--- config.mk ---
export PLATFORM = sky130hd
export DESIGN_NAME = pfd_counter
export DESIGN_NICKNAME = d
export VERILOG_FILES = /design/src/rtl/pfd_counter.sv
export SDC_FILE = /design/constraint.sdc
export NUM_CORES = 1
export LEC_CHECK = 0
export ABC_AREA = 0
export CORE_MARGIN = 2
export CORE_UTILIZATION = 45
export DETAILED_ROUTE_END_ITERATION = 8
export PLACE_DENSITY = 0.63
export SLEW_MARGIN = 5
export SYNTH_ARGS = -nofsm -noshare
export SYNTH_HDL_FRONTEND = slang
export SYNTH_SLANG_ARGS = --single-unit
--- constraint.sdc ---
create_clock -name CLK -period 2.4 [get_ports CLK]
set_clock_uncertainty 0.1 [all_clocks]
set_input_delay 0.48 -clock CLK [delete_from_list [all_inputs] [get_ports CLK]]
set_output_delay 0.48 -clock CLK [all_outputs]
set_load 0.02 [all_outputs]
--- src/rtl/pfd_counter.sv ---
// -----------------------------------------------------------------------------
// pfd_counter -- digital phase/frequency detector that measures, in CLK cycles,
// how far the reference clock IN leads or lags the feedback clock FB.
//
// Both raw clocks are synchronised into the CLK domain and turned into
// one-cycle rising-edge strobes. A three-state FSM (IDLE / LEAD_IN / LEAD_FB)
// opens a measurement on the first strobe and closes it on the other one,
// emitting a signed, saturated cycle count on PHASE_ERR with an ERR_VALID
// strobe. Two strobes of the same clock without the other in between are a
// cycle slip: full-scale error plus a SLIP strobe.
//
// Parameters
//   WIDTH     bit width of the signed PHASE_ERR (two's complement)
//   LOCK_TOL  largest |PHASE_ERR| that counts as an in-lock measurement
//   LOCK_CNT  consecutive in-lock measurements needed to raise LOCK
//
// Ports
//   CLK        in   system clock, rising edge
//   RESET_B    in   asynchronous active-low reset
//   IN         in   reference clock (asynchronous to CLK)
//   FB         in   feedback clock (asynchronous to CLK)
//   UP         out  high while a measurement is open with IN leading
//   DN         out  high while a measurement is open with FB leading
//   PHASE_ERR  out  signed phase error in CLK cycles, positive = IN leads
//   ERR_VALID  out  one-cycle strobe, PHASE_ERR updated this cycle
//   SLIP       out  one-cycle strobe on a cycle slip
//   LOCK       out  lock indicator
//
// Build option
//   PFD_LOCK_DET_EN  when defined, a lock detector drives LOCK; otherwise
//                    LOCK is tied low and no lock logic exists.
// -----------------------------------------------------------------------------
module pfd_counter #(
  parameter int WIDTH    = 8,
  parameter int LOCK_TOL = 2,
  parameter int LOCK_CNT = 16
) (
  input  logic                    CLK,
  input  logic                    RESET_B,
  input  logic                    IN,
  input  logic                    FB,
  output logic                    UP,
  output logic                    DN,
  output logic signed [WIDTH-1:0] PHASE_ERR,
  output logic                    ERR_VALID,
  output logic                    SLIP,
  output logic                    LOCK
);

  localparam int CW = WIDTH - 1;
  localparam logic [CW-1:0]           CNT_MAX = {CW{1'b1}};
  // Largest magnitude ever emitted; -2^(WIDTH-1) is deliberately unreachable.
  localparam logic signed [WIDTH-1:0] ERR_MAX = {1'b0, CNT_MAX};
  localparam logic signed [WIDTH-1:0] ERR_NEG = -ERR_MAX;

  typedef enum logic [1:0] {
    IDLE    = 2'd0,
    LEAD_IN = 2'd1,
    LEAD_FB = 2'd2
  } state_t;

  // ---------------------------------------------------------------------------
  // Synchronisers, edge detectors and post-reset strobe mask
  // ---------------------------------------------------------------------------
  logic       in_meta_q, in_meta_d, in_sync_q, in_sync_d, in_prev_q, in_prev_d;
  logic       fb_meta_q, fb_meta_d, fb_sync_q, fb_sync_d, fb_prev_q, fb_prev_d;
  logic [1:0] mask_q, mask_d;
  logic       s_in_q, s_in_d, s_fb_q, s_fb_d;
  logic       mask_done;

  assign mask_done = (mask_q == 2'd3);

  always_comb begin
    in_meta_d = IN;
    in_sync_d = in_meta_q;
    in_prev_d = in_sync_q;
    fb_meta_d = FB;
    fb_sync_d = fb_meta_q;
    fb_prev_d = fb_sync_q;
    // Counts the first three CLK after reset release, then sticks; strobes
    // are suppressed until then so an input already high is not an edge.
    mask_d    = mask_done ? mask_q : mask_q + 2'd1;
    s_in_d    = in_sync_q & ~in_prev_q & mask_done;
    s_fb_d    = fb_sync_q & ~fb_prev_q & mask_done;
  end

  always_ff @(posedge CLK or negedge RESET_B) begin
    if (!RESET_B) begin
      in_meta_q <= 1'b0;
      in_sync_q <= 1'b0;
      in_prev_q <= 1'b0;
      fb_meta_q <= 1'b0;
      fb_sync_q <= 1'b0;
      fb_prev_q <= 1'b0;
      mask_q    <= 2'd0;
      s_in_q    <= 1'b0;
      s_fb_q    <= 1'b0;
    end else begin
      // NOTE: non-blocking assignments here so every flop samples the values
      // from before this edge, giving a true shift chain regardless of order.
      in_meta_q <= in_meta_d;
      in_sync_q <= in_sync_d;
      in_prev_q <= in_prev_d;
      fb_meta_q <= fb_meta_d;
      fb_sync_q <= fb_sync_d;
      fb_prev_q <= fb_prev_d;
      mask_q    <= mask_d;
      s_in_q    <= s_in_d;
      s_fb_q    <= s_fb_d;
    end
  end

  // ---------------------------------------------------------------------------
  // Measurement FSM
  // ---------------------------------------------------------------------------
  state_t                    state_q, state_d;
  logic [CW-1:0]             count_q, count_d, count_sat;
  logic signed [WIDTH-1:0]   err_q, err_d;
  logic                      valid_q, valid_d;
  logic                      slip_q, slip_d;
  logic                      up_q, up_d, dn_q, dn_d;

  // count+1 saturated: both the per-cycle increment and the emitted magnitude.
  assign count_sat = (count_q == CNT_MAX) ? CNT_MAX : count_q + 1'b1;

  always_comb begin
    // NOTE: every signal gets a default first so no branch can leave it
    // unassigned and infer a latch.
    state_d = state_q;
    count_d = count_sat;
    err_d   = err_q;
    valid_d = 1'b0;
    slip_d  = 1'b0;

    case (state_q)
      IDLE: begin
        count_d = '0;
        if (s_in_q && s_fb_q) begin
          err_d   = '0;
          valid_d = 1'b1;
        end else if (s_in_q) begin
          state_d = LEAD_IN;
        end else if (s_fb_q) begin
          state_d = LEAD_FB;
        end
      end

      LEAD_IN: begin
        if (s_fb_q) begin
          err_d   = $signed({1'b0, count_sat});
          valid_d = 1'b1;
          count_d = '0;
          // A fresh IN edge in the same cycle immediately opens the next one.
          if (!s_in_q) state_d = IDLE;
        end else if (s_in_q) begin
          err_d   = ERR_MAX;
          valid_d = 1'b1;
          slip_d  = 1'b1;
          count_d = '0;
        end
      end

      LEAD_FB: begin
        if (s_in_q) begin
          err_d   = -$signed({1'b0, count_sat});
          valid_d = 1'b1;
          count_d = '0;
          if (!s_fb_q) state_d = IDLE;
        end else if (s_fb_q) begin
          err_d   = ERR_NEG;
          valid_d = 1'b1;
          slip_d  = 1'b1;
          count_d = '0;
        end
      end

      default: begin
        state_d = IDLE;
        count_d = '0;
      end
    endcase

    up_d = (state_d == LEAD_IN);
    dn_d = (state_d == LEAD_FB);
  end

  always_ff @(posedge CLK or negedge RESET_B) begin
    if (!RESET_B) begin
      state_q <= IDLE;
      count_q <= '0;
      err_q   <= '0;
      valid_q <= 1'b0;
      slip_q  <= 1'b0;
      up_q    <= 1'b0;
      dn_q    <= 1'b0;
    end else begin
      state_q <= state_d;
      count_q <= count_d;
      err_q   <= err_d;
      valid_q <= valid_d;
      slip_q  <= slip_d;
      up_q    <= up_d;
      dn_q    <= dn_d;
    end
  end

  assign UP        = up_q;
  assign DN        = dn_q;
  assign PHASE_ERR = err_q;
  assign ERR_VALID = valid_q;
  assign SLIP      = slip_q;

  // ---------------------------------------------------------------------------
  // Optional lock detector, fed from the registered measurement outputs so
  // LOCK follows ERR_VALID by one CLK.
  // ---------------------------------------------------------------------------
`ifdef PFD_LOCK_DET_EN
  localparam int               LCW      = $clog2(LOCK_CNT + 1);
  localparam logic [LCW-1:0]   LOCK_MAX = LCW'(LOCK_CNT);
  localparam logic [WIDTH-1:0] TOL      = WIDTH'(LOCK_TOL);

  logic [LCW-1:0]   lock_cnt_q, lock_cnt_d;
  logic             lock_q, lock_d;
  logic [WIDTH-1:0] err_mag;

  always_comb begin
    // Magnitude cannot overflow: the most negative code is never emitted.
    err_mag    = err_q[WIDTH-1] ? $unsigned(-err_q) : $unsigned(err_q);
    lock_cnt_d = lock_cnt_q;
    if (valid_q) begin
      if ((err_mag <= TOL) && !slip_q) begin
        lock_cnt_d = (lock_cnt_q == LOCK_MAX) ? lock_cnt_q : lock_cnt_q + 1'b1;
      end else begin
        lock_cnt_d = '0;
      end
    end
    lock_d = (lock_cnt_d == LOCK_MAX);
  end

  always_ff @(posedge CLK or negedge RESET_B) begin
    if (!RESET_B) begin
      lock_cnt_q <= '0;
      lock_q     <= 1'b0;
    end else begin
      lock_cnt_q <= lock_cnt_d;
      lock_q     <= lock_d;
    end
  end

  assign LOCK = lock_q;
`else
  assign LOCK = 1'b0;
`endif

endmodule

==> flow_summary.html, run 1 <==
<table>
<tr><th>Metric</th><th>Value</th></tr>
<tr><th colspan="2">Place</th></tr>
<tr><td>Count of port buffers added during placement</td><td>15</td></tr>
<tr><td>Half-perimeter wire length of the detailed placement result</td><td>approximately 2500 um</td></tr>
<tr><td>Weighted congestion reported at the end of routability-driven placement</td><td>just under 0.9</td></tr>
<tr><th colspan="2">Floorplan</th></tr>
<tr><td>Die outline height</td><td>65.6 um</td></tr>
<tr><td>Placement Rows</td><td>22</td></tr>
<tr><td>Core Footprint</td><td>between 0.003 and 0.004 sq mm</td></tr>
<tr><td>Top-level I/O count</td><td>17</td></tr>
<tr><td>Initial core utilization</td><td>0.467</td></tr>
<tr><td>Die area</td><td>0.00430 sq mm</td></tr>
<tr><td>Die X-Extent</td><td>65.6 um</td></tr>
<tr><th colspan="2">Setup path</th></tr>
<tr><td>Biggest fanout along the worst timing path</td><td>7</td></tr>
<tr><td>Biggest cell delay along the critical path</td><td>approximately 0.46 ns</td></tr>
<tr><td>Setup slack of the worst register-to-register path</td><td>0.13 ns</td></tr>
<tr><td>CP top delay family</td><td>simple AND/OR/NAND/NOR gates</td></tr>
<tr><td>Startpoint type of the worst setup path</td><td>register</td></tr>
<tr><td>Worst reg2reg path endpoint</td><td>PHASE_ERR[2]</td></tr>
<tr><td>Slowest library cell on the worst path</td><td>dfrtp_1</td></tr>
<tr><td>Cell mode on critical path</td><td>ha_1</td></tr>
<tr><td>Setup Crit Path Kind</td><td>reg2reg</td></tr>
<tr><td>Worst Path Required</td><td>2.46 ns</td></tr>
<tr><td>Kind of end point of the critical path</td><td>register</td></tr>
<tr><td>WP buf/inv</td><td>0</td></tr>
<tr><td>Depth of the most critical reg-to-reg path</td><td>7</td></tr>
<tr><td>Series of cell instances along the critical path</td><td>ha_1, and3_1, nand4_4, and2_2, ha_1, xor2_1, a221o_1</td></tr>
<tr><td>Arrival time of the worst setup path</td><td>between 2 and 2.5 ns</td></tr>
<tr><td>R2r startpoint</td><td>count_q[1]</td></tr>
<tr><th colspan="2">Timing</th></tr>
<tr><td>Minimum clock period after layout</td><td>2.27 ns</td></tr>
<tr><td>RSZ-0062 raised after global routing</td><td>no</td></tr>
<tr><td>Setup total negative slack</td><td>0 ns</td></tr>
<tr><td>Final-report hold violation count</td><td>0</td></tr>
<tr><td>Highest attainable clock frequency</td><td>440 MHz</td></tr>
<tr><td>Final slew viol count</td><td>0</td></tr>
<tr><td>Final setup vio count</td><td>0</td></tr>
<tr><td>Worst hold slack after final layout</td><td>roughly 0.25 ns</td></tr>
<tr><td>Crit share post-route</td><td>0.947</td></tr>
<tr><th colspan="2">Clock tree</th></tr>
<tr><td>Clock root buffer master</td><td>clkbuf_8</td></tr>
<tr><td>Clock sink count</td><td>31</td></tr>
<tr><td>Clock slew seen by the registers of the worst setup and hold paths</td><td>0.06 ns</td></tr>
<tr><td>PostCTS Resize Cnt</td><td>0</td></tr>
<tr><td>Bufs on Longest Clock Path</td><td>2</td></tr>
<tr><td>CTS tree</td><td>done</td></tr>
<tr><td>Number of H-tree levels</td><td>2</td></tr>
<tr><td>CTS buffer count</td><td>5</td></tr>
<tr><td>Insertion delay of the later-clocked pin in the worst-skew pair</td><td>0.28 ns</td></tr>
<tr><td>Number of hold buffers added after CTS</td><td>0</td></tr>
<tr><td>Setup repair bufs after CTS</td><td>0</td></tr>
<tr><th colspan="2">Synth</th></tr>
<tr><td>Syn Area/Cell</td><td>10.7 sq um</td></tr>
<tr><td>Sequential share of the synthesized area</td><td>0.454</td></tr>
<tr><td>Yosys warning count</td><td>0</td></tr>
<tr><td>Synth top area cells</td><td>dfrtp_1 45%, ha_1 5.9%, buf_6 3.3%, nor2_1 2.9%, a21oi_1 2.6%</td></tr>
<tr><td>Area share of the leading cell type in the synthesized netlist</td><td>0.454</td></tr>
<tr><td>Most instantiated library cell after synthesis</td><td>dfrtp_1</td></tr>
<tr><td>Most area-hungry cell type in the Yosys netlist</td><td>dfrtp_1</td></tr>
<tr><td>Net count of the mapped netlist</td><td>171</td></tr>
<tr><td>Cells after synthesis</td><td>159</td></tr>
<tr><td>Most numerous cell types in the synthesized netlist</td><td>31 x dfrtp_1, 13 x nor2_1, 12 x nand2_1</td></tr>
<tr><td>Fraction of synthesis flops using an asynchronous set or reset pin</td><td>1.00</td></tr>
<tr><td>Unique cell type count in the Yosys netlist</td><td>53</td></tr>
<tr><td>Cell area after synthesis</td><td>0.00171 sq mm</td></tr>
<tr><td>Primary FF master, synth</td><td>dfrtp_1</td></tr>
<tr><td>Number of synthesized register bits</td><td>31</td></tr>
<tr><td>Count of flip-flops with a built-in enable after synthesis</td><td>0</td></tr>
<tr><th colspan="2">Power and ir drop</th></tr>
<tr><td>Highest ir drop seen on vdd</td><td>0.598 mV</td></tr>
<tr><td>Overall power after layout</td><td>just over 0.002 W</td></tr>
<tr><td>Fraction of power consumed by the clock network</td><td>0.255</td></tr>
<tr><td>Sequential share of power</td><td>0.338</td></tr>
<tr><td>P_int</td><td>approximately 0.0013 W</td></tr>
<tr><td>Power Dens Cells</td><td>1010 mW/mm^2</td></tr>
<tr><td>Switching Share</td><td>0.350</td></tr>
<tr><td>Switching power total</td><td>0.000716 W</td></tr>
<tr><td>Leakage</td><td>0.891 nW</td></tr>
<tr><td>Combinational Power Share</td><td>0.407</td></tr>
<tr><th colspan="2">Worst hold path</th></tr>
<tr><td>Hold Path Stages</td><td>0</td></tr>
<tr><td>Origin of the worst min-delay path</td><td>fb_meta_q</td></tr>
<tr><td>Hold path endpoint</td><td>fb_prev_d</td></tr>
<tr><td>Worst min-delay path category</td><td>reg2reg</td></tr>
<tr><th colspan="2">Drt</th></tr>
<tr><td>Routed wire length</td><td>3460 um</td></tr>
<tr><td>DRC violation count after routing</td><td>0</td></tr>
<tr><td>Count of TritonRoute iterations in the first routing pass</td><td>4</td></tr>
<tr><td>Count of vias placed by the detailed router</td><td>approximately 1300</td></tr>
<tr><td>Wire per inst</td><td>15.1 um</td></tr>
<tr><td>Detailed router's first-iteration violation count</td><td>117</td></tr>
<tr><td>Number of nets with antenna violations after routing</td><td>0</td></tr>
<tr><td>Via count normalized by instance count</td><td>5.60</td></tr>
<tr><th colspan="2">Final layout</th></tr>
<tr><td>Layout cells sized above 1</td><td>0.177</td></tr>
<tr><td>Area growth from synthesis to layout</td><td>18.1%</td></tr>
<tr><td>Final layout net count</td><td>roughly 190</td></tr>
<tr><td>Diode count</td><td>0</td></tr>
<tr><td>Number of fill cells</td><td>332</td></tr>
<tr><th colspan="2">GRT</th></tr>
<tr><td>First-pass GRT wire length</td><td>5800 um</td></tr>
<tr><td>GRT Util Overall</td><td>0.179</td></tr>
<tr><td>Pin count of the biggest net entering global routing</td><td>32</td></tr>
<tr><td>Antenna violations before repair</td><td>0</td></tr>
<tr><td>Total congestion overflow</td><td>0</td></tr>
<tr><td>Vias in the first global route</td><td>1257</td></tr>
<tr><th colspan="2">Outcome</th></tr>
<tr><td>Outcome</td><td>finished clean</td></tr>
<tr><th colspan="2">Run</th></tr>
<tr><td>Max-cap violations</td><td>0</td></tr>
</table>
[registers in the layout, indices dropped and copies added (netlist names)]
name       flops
in_prev_q      1
fb_meta_q      1
fb_prev_d      1
state_q        2
s_fb_q         1
PHASE_ERR      8
in_meta_q      1
in_prev_d      1
DN             1
fb_prev_q      1
count_q        7
mask_q         2
UP             1
s_in_q         1
ERR_VALID      1
SLIP           1
[routing by layer]
layer,share of wire,track usage,vias to the layer above
li1,-,-,614
met4,0.016,0.0677,0
met5,0,0,-
met3,0.043,0.0479,7
met1,0.45,0.243,624
met2,0.49,0.274,38
[worst register-to-register path, delay by kind of cell (launching register included)]
| family | cells | cell delay [ns] |
|---|---|---|
| simple gates | 3 | 0.64 |
| xor+xnor | 1 | 0.17 |
| flops | 1 | 0.46 |
| fa+ha+maj | 2 | 0.47 |
| compound gates | 1 | 0.33 |
[stage by stage]
step	instances	utilization	setup WS, ns	instance area (sq um)
after global routing	229	0.551	0.000434	2020
after CTS	229	0.551	0.124	2020
after detailed placement	221	0.519	0.146	1900
final	229	0.551	0.126	2020
after floorplan	159	-	0.199	1710
after global placement	221	0.519	0.199	1900
[worst max-delay path by stage]
stage,depth (start not counted),slack [ns],startpoint,to
6_report,7,0.13,count_q[1],PHASE_ERR[2]
5_1_grt,7,0.0004,count_q[1],PHASE_ERR[2]
4_1_cts,7,0.12,count_q[1],PHASE_ERR[2]
3_5_place_dp,7,0.15,count_q[1],PHASE_ERR[2]
3_3_place_gp,7,0.20,count_q[1],PHASE_ERR[2]
2_1_floorplan,8,0.20,count_q[1],PHASE_ERR[2]
[power groups by stage]
stage | clock [W] | sequential [W] | combinational, W
finish | 0.000521 | 0.000690 | 0.000833
global route | 0.000562 | 0.000703 | 0.000905
CTS | 0.000540 | 0.000691 | 0.000830
detailed placement | 0 | 0.000699 | 0.000827
global placement | 0 | 0.000692 | 0.000811
floorplan | 0 | 0.000783 | 0.000434
[cells in the final DEF (no fill, tap or decap), types with 4 or more instances in the layout]
cell type	synthesis	routed
a21oi_1	9	9
o21ai_0	6	6
xor2_1	4	4
dfrtp_1	31	31
ha_1	8	8
buf_4	1	8
clkbuf_8	0	6
clkdlybuf4s50_1	0	15
nand3_1	4	4
mux2i_1	4	4
nor2_1	13	13
nand2_1	12	12
inv_1	5	5
[logic make-up after synthesis]
family                     after synthesis  synth area share
DFF                                     31             0.454
adders and majority gates                8            0.0586
muxes                                    5            0.0300
and+or+nand+nor                         51             0.169
AOI/OAI and AO/OA                       43             0.199
xor gates and xnor gates                 6            0.0308
buffers and inverters                   14            0.0571
other                                    1           0.00220
[area by class of cell]
| cell class | instances | area [sq um] | share of cell area |
|---|---|---|---|
| multi-input cells | 114 | 835 | 0.414 |
| inverters | 5 | 18.8 | 0.00931 |
| clock buffers | 6 | 82.6 | 0.0409 |
| clock inverters | 2 | 35.0 | 0.0174 |
| flip-flops and latches | 31 | 776 | 0.385 |
| well taps | 48 | 60.1 | 0.0298 |
| repair buffers | 23 | 210 | 0.104 |
(Power assumes the default switching activity.)
==> run 2, diff against run 1 <==
--- a/config.mk
+++ b/config.mk
@@ -6,8 +6,8 @@
 export NUM_CORES = 1
 export LEC_CHECK = 0
 export ABC_AREA = 0
-export CORE_MARGIN = 2
 export CORE_UTILIZATION = 45
+export CTS_BUF_LIST = sky130_fd_sc_hd__clkbuf_16
 export DETAILED_ROUTE_END_ITERATION = 8
 export PLACE_DENSITY = 0.63
 export SLEW_MARGIN = 5
==> run 2 against run 1 <==
  * Non-clock buffer count did not move
  * Cell area increased by 2.3%
  * Sequential share of layout area is 0.86 points lower
  * Global-route usage rose by 0.27 points
  * Worst hold slack worse by 0.0097 ns
  * Via count decreased by 0.39%
  * Clock-buffer cell count decreased by 1
  * Utilization increased by 1.3 points
  * Routed wire length decreased by 3.6%
  * Die area fell by 6.0%
  * Power grew 8.1%
==> flow_summary.html, run 2 (synthesis results as in run 1) <==
<table>
<tr><th>Metric</th><th>Value</th></tr>
<tr><th colspan="2">Place</th></tr>
<tr><td>Half-perimeter wire length of the detailed placement result</td><td>between 2000 and 2500 um</td></tr>
<tr><td>Count of port buffers added during placement</td><td>15</td></tr>
<tr><td>Weighted congestion reported at the end of routability-driven placement</td><td>about 0.84</td></tr>
<tr><td>Placed cell area</td><td>0.00190 sq mm</td></tr>
<tr><th colspan="2">Setup path</th></tr>
<tr><td>Arrival time of the worst setup path</td><td>2.33 ns</td></tr>
<tr><td>R2r startpoint</td><td>count_q[1]</td></tr>
<tr><td>Worst Path Required</td><td>roughly 2.5 ns</td></tr>
<tr><td>Startpoint of the worst setup timing path</td><td>count_q[1]</td></tr>
<tr><td>Biggest fanout along the worst timing path</td><td>7</td></tr>
<tr><td>Setup Crit Path Kind</td><td>reg2reg</td></tr>
<tr><td>Kind of end point of the critical path</td><td>register</td></tr>
<tr><td>Startpoint type of the worst setup path</td><td>register</td></tr>
<tr><th colspan="2">Drt</th></tr>
<tr><td>Count of TritonRoute iterations in the first routing pass</td><td>4</td></tr>
<tr><td>DRC violation count after routing</td><td>0</td></tr>
<tr><td>Detailed router's first-iteration violation count</td><td>108</td></tr>
<tr><td>Count of vias placed by the detailed router</td><td>1278</td></tr>
<tr><td>Wire per inst</td><td>14.6 um</td></tr>
<tr><td>Routed wire length</td><td>3340 um</td></tr>
<tr><td>Via count normalized by instance count</td><td>5.58</td></tr>
<tr><td>Number of nets with antenna violations after routing</td><td>0</td></tr>
<tr><th colspan="2">Floorplan</th></tr>
<tr><td>Top-level I/O count</td><td>17</td></tr>
<tr><td>Die outline height</td><td>~64 um</td></tr>
<tr><td>Core Footprint</td><td>0.00366 sq mm</td></tr>
<tr><td>Initial core utilization</td><td>0.467</td></tr>
<tr><td>Die area</td><td>0.00405 sq mm</td></tr>
<tr><td>Die X-Extent</td><td>about 64 um</td></tr>
<tr><td>Placement Rows</td><td>22</td></tr>
<tr><th colspan="2">Worst hold path</th></tr>
<tr><td>Worst min-delay path category</td><td>reg2reg</td></tr>
<tr><td>Origin of the worst min-delay path</td><td>in_meta_q</td></tr>
<tr><th colspan="2">Final layout</th></tr>
<tr><td>Flip-flop count of the largest register after layout</td><td>8</td></tr>
<tr><td>Layout cells sized above 1</td><td>0.171</td></tr>
<tr><td>Most common cell after layout, fill and taps aside</td><td>dfrtp_1</td></tr>
<tr><td>Most frequent cells in the layout</td><td>31 x dfrtp_1, 15 x clkdlybuf4s50_1, 13 x nor2_1, 12 x nand2_1, 9 x a21oi_1</td></tr>
<tr><td>Area growth from synthesis to layout</td><td>20.8%</td></tr>
<tr><td>Final layout net count</td><td>192</td></tr>
<tr><td>Final instance area</td><td>0.00206 sq mm</td></tr>
<tr><td>Diode count</td><td>0</td></tr>
<tr><th colspan="2">Timing</th></tr>
<tr><td>Final slew viol count</td><td>0</td></tr>
<tr><td>Final-report hold violation count</td><td>0</td></tr>
<tr><td>RSZ-0062 raised after global routing</td><td>no</td></tr>
<tr><td>Minimum clock period after layout</td><td>2.27 ns</td></tr>
<tr><td>Final setup vio count</td><td>0</td></tr>
<tr><td>Crit share post-route</td><td>0.946</td></tr>
<tr><td>Setup total negative slack</td><td>0 ns</td></tr>
<tr><td>Highest attainable clock frequency</td><td>440 MHz</td></tr>
<tr><th colspan="2">Clock tree</th></tr>
<tr><td>Number of H-tree levels</td><td>2</td></tr>
<tr><td>PostCTS Resize Cnt</td><td>0</td></tr>
<tr><td>CTS buffer count</td><td>5</td></tr>
<tr><td>CTS tree</td><td>done</td></tr>
<tr><td>Clock root buffer master</td><td>clkbuf_16</td></tr>
<tr><td>Insertion delay of the later-clocked pin in the worst-skew pair</td><td>0.27 ns</td></tr>
<tr><td>Setup repair bufs after CTS</td><td>0</td></tr>
<tr><td>Number of hold buffers added after CTS</td><td>0</td></tr>
<tr><td>Clock sink count</td><td>31</td></tr>
<tr><td>Clock slew seen by the registers of the worst setup and hold paths</td><td>roughly 0.050 ns</td></tr>
<tr><td>Bufs on Longest Clock Path</td><td>2</td></tr>
<tr><th colspan="2">Power and ir drop</th></tr>
<tr><td>Leakage</td><td>slightly above 0.9 nW</td></tr>
<tr><td>Power Dens Cells</td><td>1070 mW/mm^2</td></tr>
<tr><td>Highest ir drop seen on vdd</td><td>0.459 mV</td></tr>
<tr><th colspan="2">GRT</th></tr>
<tr><td>GRT Util Overall</td><td>0.182</td></tr>
<tr><td>Total congestion overflow</td><td>0</td></tr>
<tr><td>Pin count of the biggest net entering global routing</td><td>32</td></tr>
<tr><td>Antenna violations before repair</td><td>0</td></tr>
<tr><td>First-pass GRT wire length</td><td>5590 um</td></tr>
<tr><td>Vias in the first global route</td><td>1228</td></tr>
<tr><th colspan="2">Outcome</th></tr>
<tr><td>Outcome</td><td>finished clean</td></tr>
<tr><th colspan="2">Run</th></tr>
<tr><td>Max-cap violations</td><td>0</td></tr>
</table>
[run 2: cell count changes in the layout (fill, tap and decap cells not counted), sizes merged]
cell and change:
clkbuf -1, clkinv +1
[run 2: worst max-delay path, stage by stage, from the launching register on]
cell	delay, ns
dfrtp_1	0.45
ha_1	0.24
and3_1	0.31
nand4_4	0.12
and2_2	0.23
ha_1	0.22
xor2_1	0.17
a221o_1	0.32
[run 2: path summary, 6_finish.rpt]
| path | slack, ns | to | cells past startpoint |
|---|---|---|---|
| worst min-delay path | 0.24 | in_prev_d | 0 |
| worst max register to register | 0.13 | PHASE_ERR[2] | 7 |
| min in group asynchronous | 0.51 | PHASE_ERR[3] | 2 |
| worst max-delay path | 0.13 | PHASE_ERR[2] | 7 |
| max in group asynchronous | 1.41 | PHASE_ERR[5] | 2 |
| worst min register to register | 0.24 | in_prev_d | 0 |
[run 2: final cells by class]
type                            instances  area (sq um)
Sequential cell                        31           776
Clock buffer                            5           125
Timing Repair Buffer                   23           210
Fill cell                             323          1600
Clock inverter                          3          38.8
Inverter                                5          18.8
Multi-Input combinational cell        114           835
Tap cell                               48          60.1
[run 2: stage by stage]
step	cells	worst slack [ns]	hold slack [ns]	total power (W)	util
3_5_place_dp	221	0.140	0.236	0.00152	0.519
6_report	229	0.129	0.244	0.00221	0.564
3_3_place_gp	221	0.204	0.233	0.00151	0.519
5_1_grt	229	0.0113	0.259	0.00234	0.564
2_1_floorplan	159	0.199	0.0844	0.00122	-
4_1_cts	229	0.128	0.247	0.00223	0.564
[run 2: routing by layer]
metal	global-route usage	vias up	share of wire
li1	-	615	-
met1	0.239	635	0.48
met2	0.291	24	0.48
met3	0.0435	4	0.031
met4	0.0597	0	0.010
met5	0	-	0
[run 2: power by group]
group | internal (W) | switching [W] | total, W
clock network | 0.000482 | 0.000208 | 0.000690
logic | 0.000378 | 0.000449 | 0.000827
registers | 0.000623 | 0.0000686 | 0.000692
